File: config.mk
export PLATFORM = sky130hd
export DESIGN_NAME = ldl_ram_arb2
export DESIGN_NICKNAME = d
export VERILOG_FILES = /design/src/rtl/ldl_ram_arb2.sv
export SDC_FILE = /design/constraint.sdc
export NUM_CORES = 1
export LEC_CHECK = 0
export BUFFER_PORTS_ARGS = -buffer_cell sky130_fd_sc_hd__buf_2
export CAP_MARGIN = 10
export CELL_PAD_IN_SITES_DETAIL_PLACEMENT = 0
export CELL_PAD_IN_SITES_GLOBAL_PLACEMENT = 1
export CORE_MARGIN = 3
export CORE_UTILIZATION = 24
export DETAILED_ROUTE_END_ITERATION = 8
export GPL_ROUTABILITY_DRIVEN = 0
export PLACE_DENSITY_LB_ADDON = 0.1
export SLEW_MARGIN = 20
export SYNTH_ARGS = -nofsm -noshare
export SYNTH_HDL_FRONTEND = slang
export SYNTH_SLANG_ARGS = --single-unit
export TNS_END_PERCENT = 1
File: constraint.sdc
create_clock -name clk -period 3.5 [get_ports clk]
set_input_delay 0.35 -clock clk [delete_from_list [all_inputs] [get_ports clk]]
set_output_delay 0.35 -clock clk [all_outputs]
set_load 0.1 [all_outputs]
File: src/rtl/ldl_ram_arb2.sv
`timescale 1ns/1ps
`default_nettype none
// ============================================================================
//  Module   : ldl_ram_arb2
//  Purpose  : Two-requester round-robin arbiter in front of a single RAM port
//             (registered read, 1-cycle latency, read-before-write). After
//             reset an optional sweep writes INIT_VAL to every address before
//             requests are accepted.
//  Ports    : clk, rst             - clock, asynchronous active-high reset
//             init_done            - high once the sweep is complete
//             reqN/weN/addrN/dinN  - requester N request, write flag, address,
//                                    write data (N = 0, 1)
//             gntN                 - combinational grant (transfer on reqN&gntN)
//             rvldN/rdataN         - read data valid (registered) and data
//             ram_re/ram_we        - RAM read / write enables
//             ram_addr/ram_din     - RAM address / write data
//             ram_dout             - RAM registered read data
//  Revision : 1.0 - initial release
// ============================================================================
module ldl_ram_arb2 #(
    parameter int unsigned       DWIDTH   = 8,
    parameter int unsigned       AWIDTH   = 4,
    parameter int unsigned       INIT_EN  = 1,
    parameter logic [DWIDTH-1:0] INIT_VAL = '0
) (
    input  logic              clk,
    input  logic              rst,
    output logic              init_done,
    input  logic              req0,
    input  logic              we0,
    input  logic [AWIDTH-1:0] addr0,
    input  logic [DWIDTH-1:0] din0,
    input  logic              req1,
    input  logic              we1,
    input  logic [AWIDTH-1:0] addr1,
    input  logic [DWIDTH-1:0] din1,
    output logic              gnt0,
    output logic              gnt1,
    output logic              rvld0,
    output logic              rvld1,
    output logic [DWIDTH-1:0] rdata0,
    output logic [DWIDTH-1:0] rdata1,
    output logic              ram_re,
    output logic              ram_we,
    output logic [AWIDTH-1:0] ram_addr,
    output logic [DWIDTH-1:0] ram_din,
    input  logic [DWIDTH-1:0] ram_dout
);

    typedef enum logic [0:0] {
        ST_INIT = 1'b0,
        ST_RUN  = 1'b1
    } state_t;

    // With INIT_EN cleared the block comes out of reset ready to serve.
    localparam state_t            RST_STATE = (INIT_EN != 0) ? ST_INIT : ST_RUN;
    // All-ones is DEPTH-1, the final address written by the sweep.
    localparam logic [AWIDTH-1:0] LAST_ADDR = '1;

    state_t              state_q, state_d;
    logic [AWIDTH-1:0]   cnt_q, cnt_d;
    logic                last_q, last_d;
    logic                rvld0_q, rvld0_d;
    logic                rvld1_q, rvld1_d;

    logic                w_gnt0;
    logic                w_gnt1;
    logic                w_ram_re;
    logic                w_ram_we;
    logic [AWIDTH-1:0]   w_ram_addr;
    logic [DWIDTH-1:0]   w_ram_din;

    always_comb begin
        state_d    = state_q;
        cnt_d      = cnt_q;
        last_d     = last_q;
        rvld0_d    = 1'b0;
        rvld1_d    = 1'b0;
        w_gnt0     = 1'b0;
        w_gnt1     = 1'b0;
        w_ram_re   = 1'b0;
        w_ram_we   = 1'b0;
        w_ram_addr = '0;
        w_ram_din  = '0;
        case (state_q)
            ST_INIT: begin
                w_ram_we   = 1'b1;
                w_ram_addr = cnt_q;
                w_ram_din  = INIT_VAL;
                cnt_d      = cnt_q + 1'b1;
                if (cnt_q == LAST_ADDR) begin
                    state_d = ST_RUN;
                end
            end
            ST_RUN: begin
                // On a tie the requester that was not served last wins.
                w_gnt0 = req0 & (~req1 | last_q);
                w_gnt1 = req1 & ~w_gnt0;
                if (w_gnt0) begin
                    last_d     = 1'b0;
                    w_ram_addr = addr0;
                    w_ram_din  = din0;
                    w_ram_we   = we0;
                    w_ram_re   = ~we0;
                    rvld0_d    = ~we0;
                end else if (w_gnt1) begin
                    last_d     = 1'b1;
                    w_ram_addr = addr1;
                    w_ram_din  = din1;
                    w_ram_we   = we1;
                    w_ram_re   = ~we1;
                    rvld1_d    = ~we1;
                end
            end
            default: begin
                state_d = RST_STATE;
            end
        endcase
    end

    always_ff @(posedge clk or posedge rst) begin
        if (rst) begin
            state_q <= RST_STATE;
            cnt_q   <= '0;
            last_q  <= 1'b1;
            rvld0_q <= 1'b0;
            rvld1_q <= 1'b0;
        end else begin
            state_q <= state_d;
            cnt_q   <= cnt_d;
            last_q  <= last_d;
            rvld0_q <= rvld0_d;
            rvld1_q <= rvld1_d;
        end
    end

    // Grants, enables and init_done are masked by rst so nothing reaches the
    // RAM or the requesters while reset is held, even when the reset state
    // is RUN.
    assign init_done = (state_q == ST_RUN) & ~rst;
    assign gnt0      = w_gnt0 & ~rst;
    assign gnt1      = w_gnt1 & ~rst;
    assign ram_re    = w_ram_re & ~rst;
    assign ram_we    = w_ram_we & ~rst;
    assign ram_addr  = w_ram_addr;
    assign ram_din   = w_ram_din;

    assign rvld0     = rvld0_q;
    assign rvld1     = rvld1_q;
    // The RAM output register holds the data for the cycle after the read.
    assign rdata0    = ram_dout;
    assign rdata1    = ram_dout;

endmodule
`default_nettype wire

# [Word level (Yosys, flattened, before mapping)]
# Cells that the tools add are included.
# Widths: inputs -> output; s select.
[totals] latch_bits=0 out_inout_bits=35 romBits=0 mem_count=0 inputBits=38 ram_bits=0 regBits=8
[op_classes] n_reduce_logical=2 bitwise=14 n_lt_le_gt_ge=0 eq_ne=1 shifts=0 div=0 addsub=1 mux=22 mul=0
[op_table] op="$mux 8" count=2
[op_table] op="$pmux 8 s2" count=1
[op_table] op="$mux 1" count=15
[op_table] op="$mux 4" count=2
[op_table] op="$pmux 4 s2" count=1
[op_table] op="$and 1x1->1" count=7
[op_table] op="$not 1->1" count=6
[op_table] op="$add 4x1->4 const B" count=1
[op_table] op="$eq 4x4->1 const B" count=1
[op_table] op="$pmux 1 s2" count=1
[op_table] op="$reduce_and 2->1" count=1
[op_table] op="$reduce_bool 2->1" count=1
[op_table] op="$or 1x1->1" count=1

# [Longest topological paths before layout]
# Gate-level depths: netlist of run 1.
[logic_depth] word_depth=9 ltp_mapped=4

# [Worst setup path after synthesis of run 1]
# OpenSTA, ideal clock, no wires.
[synth_path] kind="register to output" from="reg last_q" to="out ram_re" path_buffers=0 slack_ps=886 arrival_ps=2264 required_ps=3150 path_stages_with_launch=4 path_cell_list="dfstp_2 -> nand2b_4 -> nand4b_1 -> a21oi_1"
[synth_via] elab_chain_cells=8
[synth_rtl] item="start, declared" line="62" text="logic last_q, last_d;"
[synth_rtl] item="start signal, assigned" line="131" text="last_q <= last_d;"
[synth_rtl] item="$or 1x1->1 (*)" line="97" text="w_gnt0 = req0 & (~req1 | last_q);"
[synth_rtl] item="$and 1x1->1 (*)" line="97"
[synth_rtl] item="$not 1->1" line="98" text="w_gnt1 = req1 & ~w_gnt0;"
[synth_rtl] item="$and 1x1->1" line="98"
[synth_rtl] item="$mux 1" line="106" text="end else if (w_gnt1) begin"
[synth_rtl] item="$mux 1 (*)" line="99" text="if (w_gnt0) begin"
[synth_rtl] item="$mux 1 (*)" line="85" text="case (state_q)"
[synth_rtl] item="$and 1x1->1 (*)" line="143" text="assign ram_re = w_ram_re & ~rst;"
[synth_rtl] item="end, declared" line="43" text="output logic ram_re,"
# Mark *: on every way between the ends. The rest lies on a longest branch, timed or not.

# [Worst setup path in the final report of run 1]
[layout_path] from="reg state_q" to="out ram_addr[1]"
[layout_via] elab_chain_cells=2
[layout_rtl] item="start, declared" line="60" text="state_t state_q, state_d;"
[layout_rtl] item="start signal, assigned" line="129" text="state_q <= state_d;"
[layout_rtl] item="$not 1->1"
[layout_rtl] item="$pmux 4 s2 (*)" line="85"
[layout_rtl] item="end, declared" line="45" text="output logic [AWIDTH-1:0] ram_addr,"
# Marks and branches as above.

==> impl_metrics.ini, run 1 <==
[worst_setup_path]
crit_start = state_q
worstPathRequired_ns = 3.15
cp_slowest_stage_delay_ns = 0.64
worst-path-max-fanout = 16
cp_cell_sequence = and3_4 > a221o_1 > buf_2
cp-end-kind = output port
worstSetupStartpointType = flop
critPathKind = flop to output port
crit_slowest_cell = dfrtp_1
cp.arrival_ns = 1.85
path_delay_family = flip-flops
crit_buf_inv = 1
r2r-start = state_q

[grt]
overflow = 0
grtUsageTotal = 0.0936
grt_pass1_wl_microns = 2550
grt_max_degree = 17
first_global_vias = 571
antenna_found_initial = 0

[die]
fp.dieH_microns = 59.5
die-width_microns = 59.5
ios = 73
die_area_sq_um = 3530
core-area_sq_um = 2590
start_util = 0.265
fp-row-count = 18

[synthesis]
seq_area_frac_synth = 0.294
synth.most_common_cell = buf_4
yosys-top-cells-area = dfrtp_1, buf_4, a22o_2
synth_seq_cells = 8
synthXorXnorAreaFrac = 0.0383
synth_top_family_by_area = compound AO/OA/AOI/OAI gates
synth.distinct_cells = 27
ys_async_sr_fraction = 1.00
yosys_most_used_dff = dfrtp_1
postSynthAreaPerCell_sq_um = 9.94
synth_fa_ha_area_frac = 0.0182
yosys.area.top_type = dfrtp_1
synthMuxAreaShare = 0.0164
synth.net_count = 108
yosysTopAreaCellShare = 0.255
synth-edff-count = 0
synthCells = 69
netlist_area_sq_um = 686
synthSimpleGateAreaFrac = 0.159
yosysWarnings = 0
yosys-top-cells-count = buf_4, a22o_2, dfrtp_1
synth_compound_area_frac = 0.248

[timing]
tightest_slew_ns = 0.495
fmax_mhz = 455
setup_viol = 0
fin_crit_sh = 0.629
finalCriticalPeriod_ns = 2.20
drv_slew = 0
tns_ns = 0
hold_viol_final = 0
grt_setup_unrepaired = no
fin_skew_ns = 0.00696
max-slew-margin-rel = 0.672

[placement]
port-buffer-count = 48
hpwl_microns = 1430
place_inst = 128

[drt]
vias = 612
postRouteAntennaNets = 0
routedWlPerCell_microns = 13.3
drcViolationCount = 0
drt-pass1-iter-count = 3
drt_iter0_markers = 21
vias_per_cell = 4.64
totalWireLength_microns = 1760

[cts]
tritoncts = done
hold_buffers = 0
cts_sinks = 8
cts_resized = 0
cts_max_path_buffers = 2
cts_setup_buffers = 0
htree_levels = 1
insertion_delay_ns = 0.25
clk_root_buffer_cell = clkbuf_4
cts_buffers = 3
clkTransAtPathRegs_ns = 0.06

[hold_path]
hold_class = primary input to asynchronous set/reset pin

[job]
max_cap_viol_count = 0

[finish]
drive_gt1_frac = 0.676
num_antenna_cells = 0
layout.cells.non_filler = 132
syn_to_final_growth_pct = 23.4
fin_nets = 142

[status]
status = finished clean

[power]
ir_drop_mv = 0.206
p_leak_nw = 0.466
powerDensity_nw_per_um2 = 465
layout by cell type (no fill, tap or decap):
| cell type | instances |
|---|---|
| and2_4 | 1 |
| nor2b_1 | 5 |
| a221o_2 | 2 |
| buf_2 | 48 |
| nand2b_4 | 1 |
| dfstp_2 | 1 |
| dfrtp_1 | 7 |
| nand3_1 | 2 |
| clkbuf_1 | 1 |
| xnor2_1 | 3 |
| and3_4 | 1 |
| nand2_1 | 1 |
| clkbuf_4 | 3 |
| ha_1 | 1 |
| nand3b_1 | 1 |
| a221o_1 | 2 |
| a21boi_2 | 1 |
| nor2_1 | 2 |
| a21oi_1 | 2 |
| nand4b_1 | 1 |
| a22o_2 | 8 |
| a21o_2 | 1 |
| inv_1 | 3 |
| a31o_2 | 1 |
| nand2b_1 | 1 |
| a32oi_1 | 1 |
| mux2_2 | 1 |
power by group:
part           internal, W  leakage (nW)  switching (W)
registers        0.0000970         0.102     0.00000198
clock network    0.0000435        0.0150      0.0000295
logic            0.0000469         0.350       0.000174
total             0.000187         0.466       0.000206
metal layers:
layer | GRT usage | routed length, microns
met5 | 0 | 0
met4 | 0.0453 | 10
met3 | 0.0327 | 330
met2 | 0.139 | 696
met1 | 0.120 | 722
registers in the layout (all words and copies together) (netlist names):
name,cells
rvld0,1
last_q,1
cnt_q,4
rvld1,1
state_q,1
through the flow:
step	power [W]	utilization	setup WS [ns]	area, sq um	hold WS, ns
after floorplan	0.000373	-	0.886	686	0.165
after global placement	0.000323	0.316	1.59	820	0.362
after detailed placement	0.000323	0.316	1.56	820	0.366
after CTS	0.000400	0.327	1.28	846	0.0856
after global routing	0.000416	0.327	1.17	846	0.105
final	0.000393	0.327	1.30	846	0.0838
worst reg2reg max path: cells and delay by family, from the launching register on:
family / cells / cell delay [ns]
flip-flops: 1 / 0.55
XOR/XNOR: 1 / 0.14
AND/OR/NAND/NOR: 2 / 0.37
logic make-up (layout without fill, tap and decap cells):
logic type / after synthesis / after routing
xor gates and xnor gates: 3 / 3
DFF: 8 / 8
and+or+nand+nor: 16 / 16
AOI/OAI and AO/OA: 18 / 18
muxes: 1 / 1
buffers and inverters: 22 / 55
adders and majority gates: 1 / 1
layout make-up:
cell class / instances / area, sq um
multi-input cells: 39 / 329
well taps: 30 / 37.5
inverters: 3 / 11.3
flip-flops and latches: 8 / 201
clock buffers: 4 / 26.3
repair buffers: 48 / 240
fillers: 288 / 1740
path summary, 6_finish.rpt:
path,to,slack (ns),cells past startpoint
min,cnt_q[0],0.08,2
max reg2reg,cnt_q[3],2.34,3
min in group clk,rvld1,0.40,3
max in group asynchronous,last_q,3.13,2
max,ram_addr[1],1.30,3
min reg2reg,cnt_q[3],0.52,1
Power figures use the tool's default switching activity.
==> inputs of run 2 (changes only) <==
- CORE_UTILIZATION: 24 -> 22
- clock period: 3.5 -> 2.2 ns (I/O delays scaled with it)
==> impl_metrics.ini, run 2 (synthesized netlist as in run 1, its figures left out) <==
[status]
status = finished clean

[finish]
largest_reg_flops = 4
largest-register = cnt_q
fin_nets = 143
syn_to_final_growth_pct = 25.5
final_util = 0.302
fillers = 310
layout_commonest_cell = buf_2
num_antenna_cells = 0
drive_gt1_frac = 0.680
final_cell_mix = buf_2, a22o_2, dfrtp_1
layout.cells.non_filler = 134
multi_input_area_sq_um = 333
design_area_sq_um = 861
ff_latch_area_sq_um = 201

[worst_setup_path]
worstSetupStartpointType = flop
path_delay_family = flip-flops
r2r-start = state_q
crit_buf_inv = 1
worst-path-max-fanout = 16
crit_slowest_cell = dfrtp_1
r2r_end = cnt_q[3]
cp_cell_sequence = and3_4 > a221o_1 > buf_2
worstPathRequired_ns = 1.98
cp.arrival_ns = 1.85
cp-end-kind = output port
critPathKind = flop to output port
worstRegToRegCells = 3
r2r_slack_ns = 1.04
cp_slowest_stage_delay_ns = 0.64

[grt]
overflow = 0
grt_pass1_wl_microns = 2280
antenna_found_initial = 0
first_global_vias = 548
grt_max_degree = 17
grtUsageTotal = 0.0829

[timing]
max-slew-margin-rel = 0.677
drv_slew = 0
grt_setup_unrepaired = no
fmax_mhz = 483
finalCriticalPeriod_ns = 2.07
setup_viol = 0
hold_viol_final = 0
fin_skew_ns = 0.00961
worst_slack_ns = 0.128
tightest_slew_ns = 0.484
fin_crit_sh = 0.942

[power]
ir_drop_mv = 0.278
p_int_w = 0.000300
p_leak_nw = 0.471
switchingPower_w = 0.000328
pwr-share-clk = 0.186
powerDensity_nw_per_um2 = 729
pwr-share-comb = 0.564
power_w = 0.000628
seqPwrFrac = 0.250
sw_frac_of_total = 0.523

[cts]
cts_setup_buffers = 0
insertion_delay_ns = 0.25
clk_root_buffer_cell = clkbuf_4
cts_buffers = 3
tritoncts = done
htree_levels = 1
clkTransAtPathRegs_ns = 0.05
cts_max_path_buffers = 2
cts_sinks = 8
cts_resized = 0

[hold_path]
hold_end = rvld1
min_path_cells = 3
hold_class = primary input to flop
hp-start = we1

[drt]
wl_met1_microns = 731
routed-wl-met2_microns = 767
routedWlPerCell_microns = 13.2
vias = 617
drt_iter0_markers = 6
routed.top_layer = met4
postRouteAntennaNets = 0
drt-pass1-iter-count = 2
wl_met3_microns = 256
drcViolationCount = 0
vias_per_cell = 4.60
totalWireLength_microns = 1770

[placement]
pre_cts_ws_ns = 0.371
hpwl_microns = 1410
port-buffer-count = 48
place_inst = 129
postPlaceCellArea_sq_um = 825

[die]
ios = 73
die_area_sq_um = 3820
core-area_sq_um = 2850
die-width_microns = 61.8
start_util = 0.240
fp-row-count = 19
fp.dieH_microns = 61.8

[job]
max_cap_viol_count = 0
==> run 2: cell count changes in the layout (fill, tap and decap cells not counted), sizes merged <==
cell	before	now
dlygate4sd3	0	1
==> run 2: timing repair <==
action	in CTS	in global routing
hold buffers	1	0
endpoints found under the hold margin	7	0
setup endpoints to repair	0	0
==> run 2: how the worst max path moves through the flow <==
stage | startpoint | to | slack (ns) | cells past startpoint
finish | state_q | ram_addr[0] | 0.13 | 3
global route | state_q | ram_addr[1] | 0.007 | 3
CTS | state_q | ram_addr[0] | 0.1 | 3
detailed placement | state_q | ram_addr[0] | 0.37 | 3
global placement | state_q | ram_din[5] | 0.41 | 3
floorplan | last_q | ram_we | -0.26 | 3
==> run 2: layer usage <==
layer	GRT usage	up-vias
li1	-	298
met1	0.0901	268
met2	0.151	46
met3	0.0124	5
met4	0.0485	0
met5	0	-
==> run 2: worst register-to-register path, cell delays in order, from the launching register on <==
cell	delay, ns
dfrtp_1	0.55
nor2b_1	0.26
nand3_1	0.12
xnor2_1	0.13
==> run 2: power groups by stage <==
stage,Sequential (W),Clock [W],Combinational [W]
3_3_place_gp,0.000160,0,0.000356
4_1_cts,0.000157,0.000125,0.000357
3_5_place_dp,0.000160,0,0.000355
6_report,0.000157,0.000117,0.000354
2_1_floorplan,0.000176,0,0.000418
5_1_grt,0.000158,0.000138,0.000370
==> run 2: per-stage QoR <==
| stage | TNS [ns] | hold slack [ns] |
|---|---|---|
| finish | 0 | 0.292 |
| global route | 0 | 0.311 |
| CTS | 0 | 0.284 |
| detailed placement | 0 | 0.238 |
| global placement | 0 | 0.242 |
| floorplan | -0.289 | 0.0349 |
==> run 2: area by class of cell <==
class,instances,share of cell area
timing repair buffer,49,0.291
multi-input combinational,39,0.387
tap,31,0.0451
clock buffer,4,0.0305
inverter,3,0.0131
sequential,8,0.234
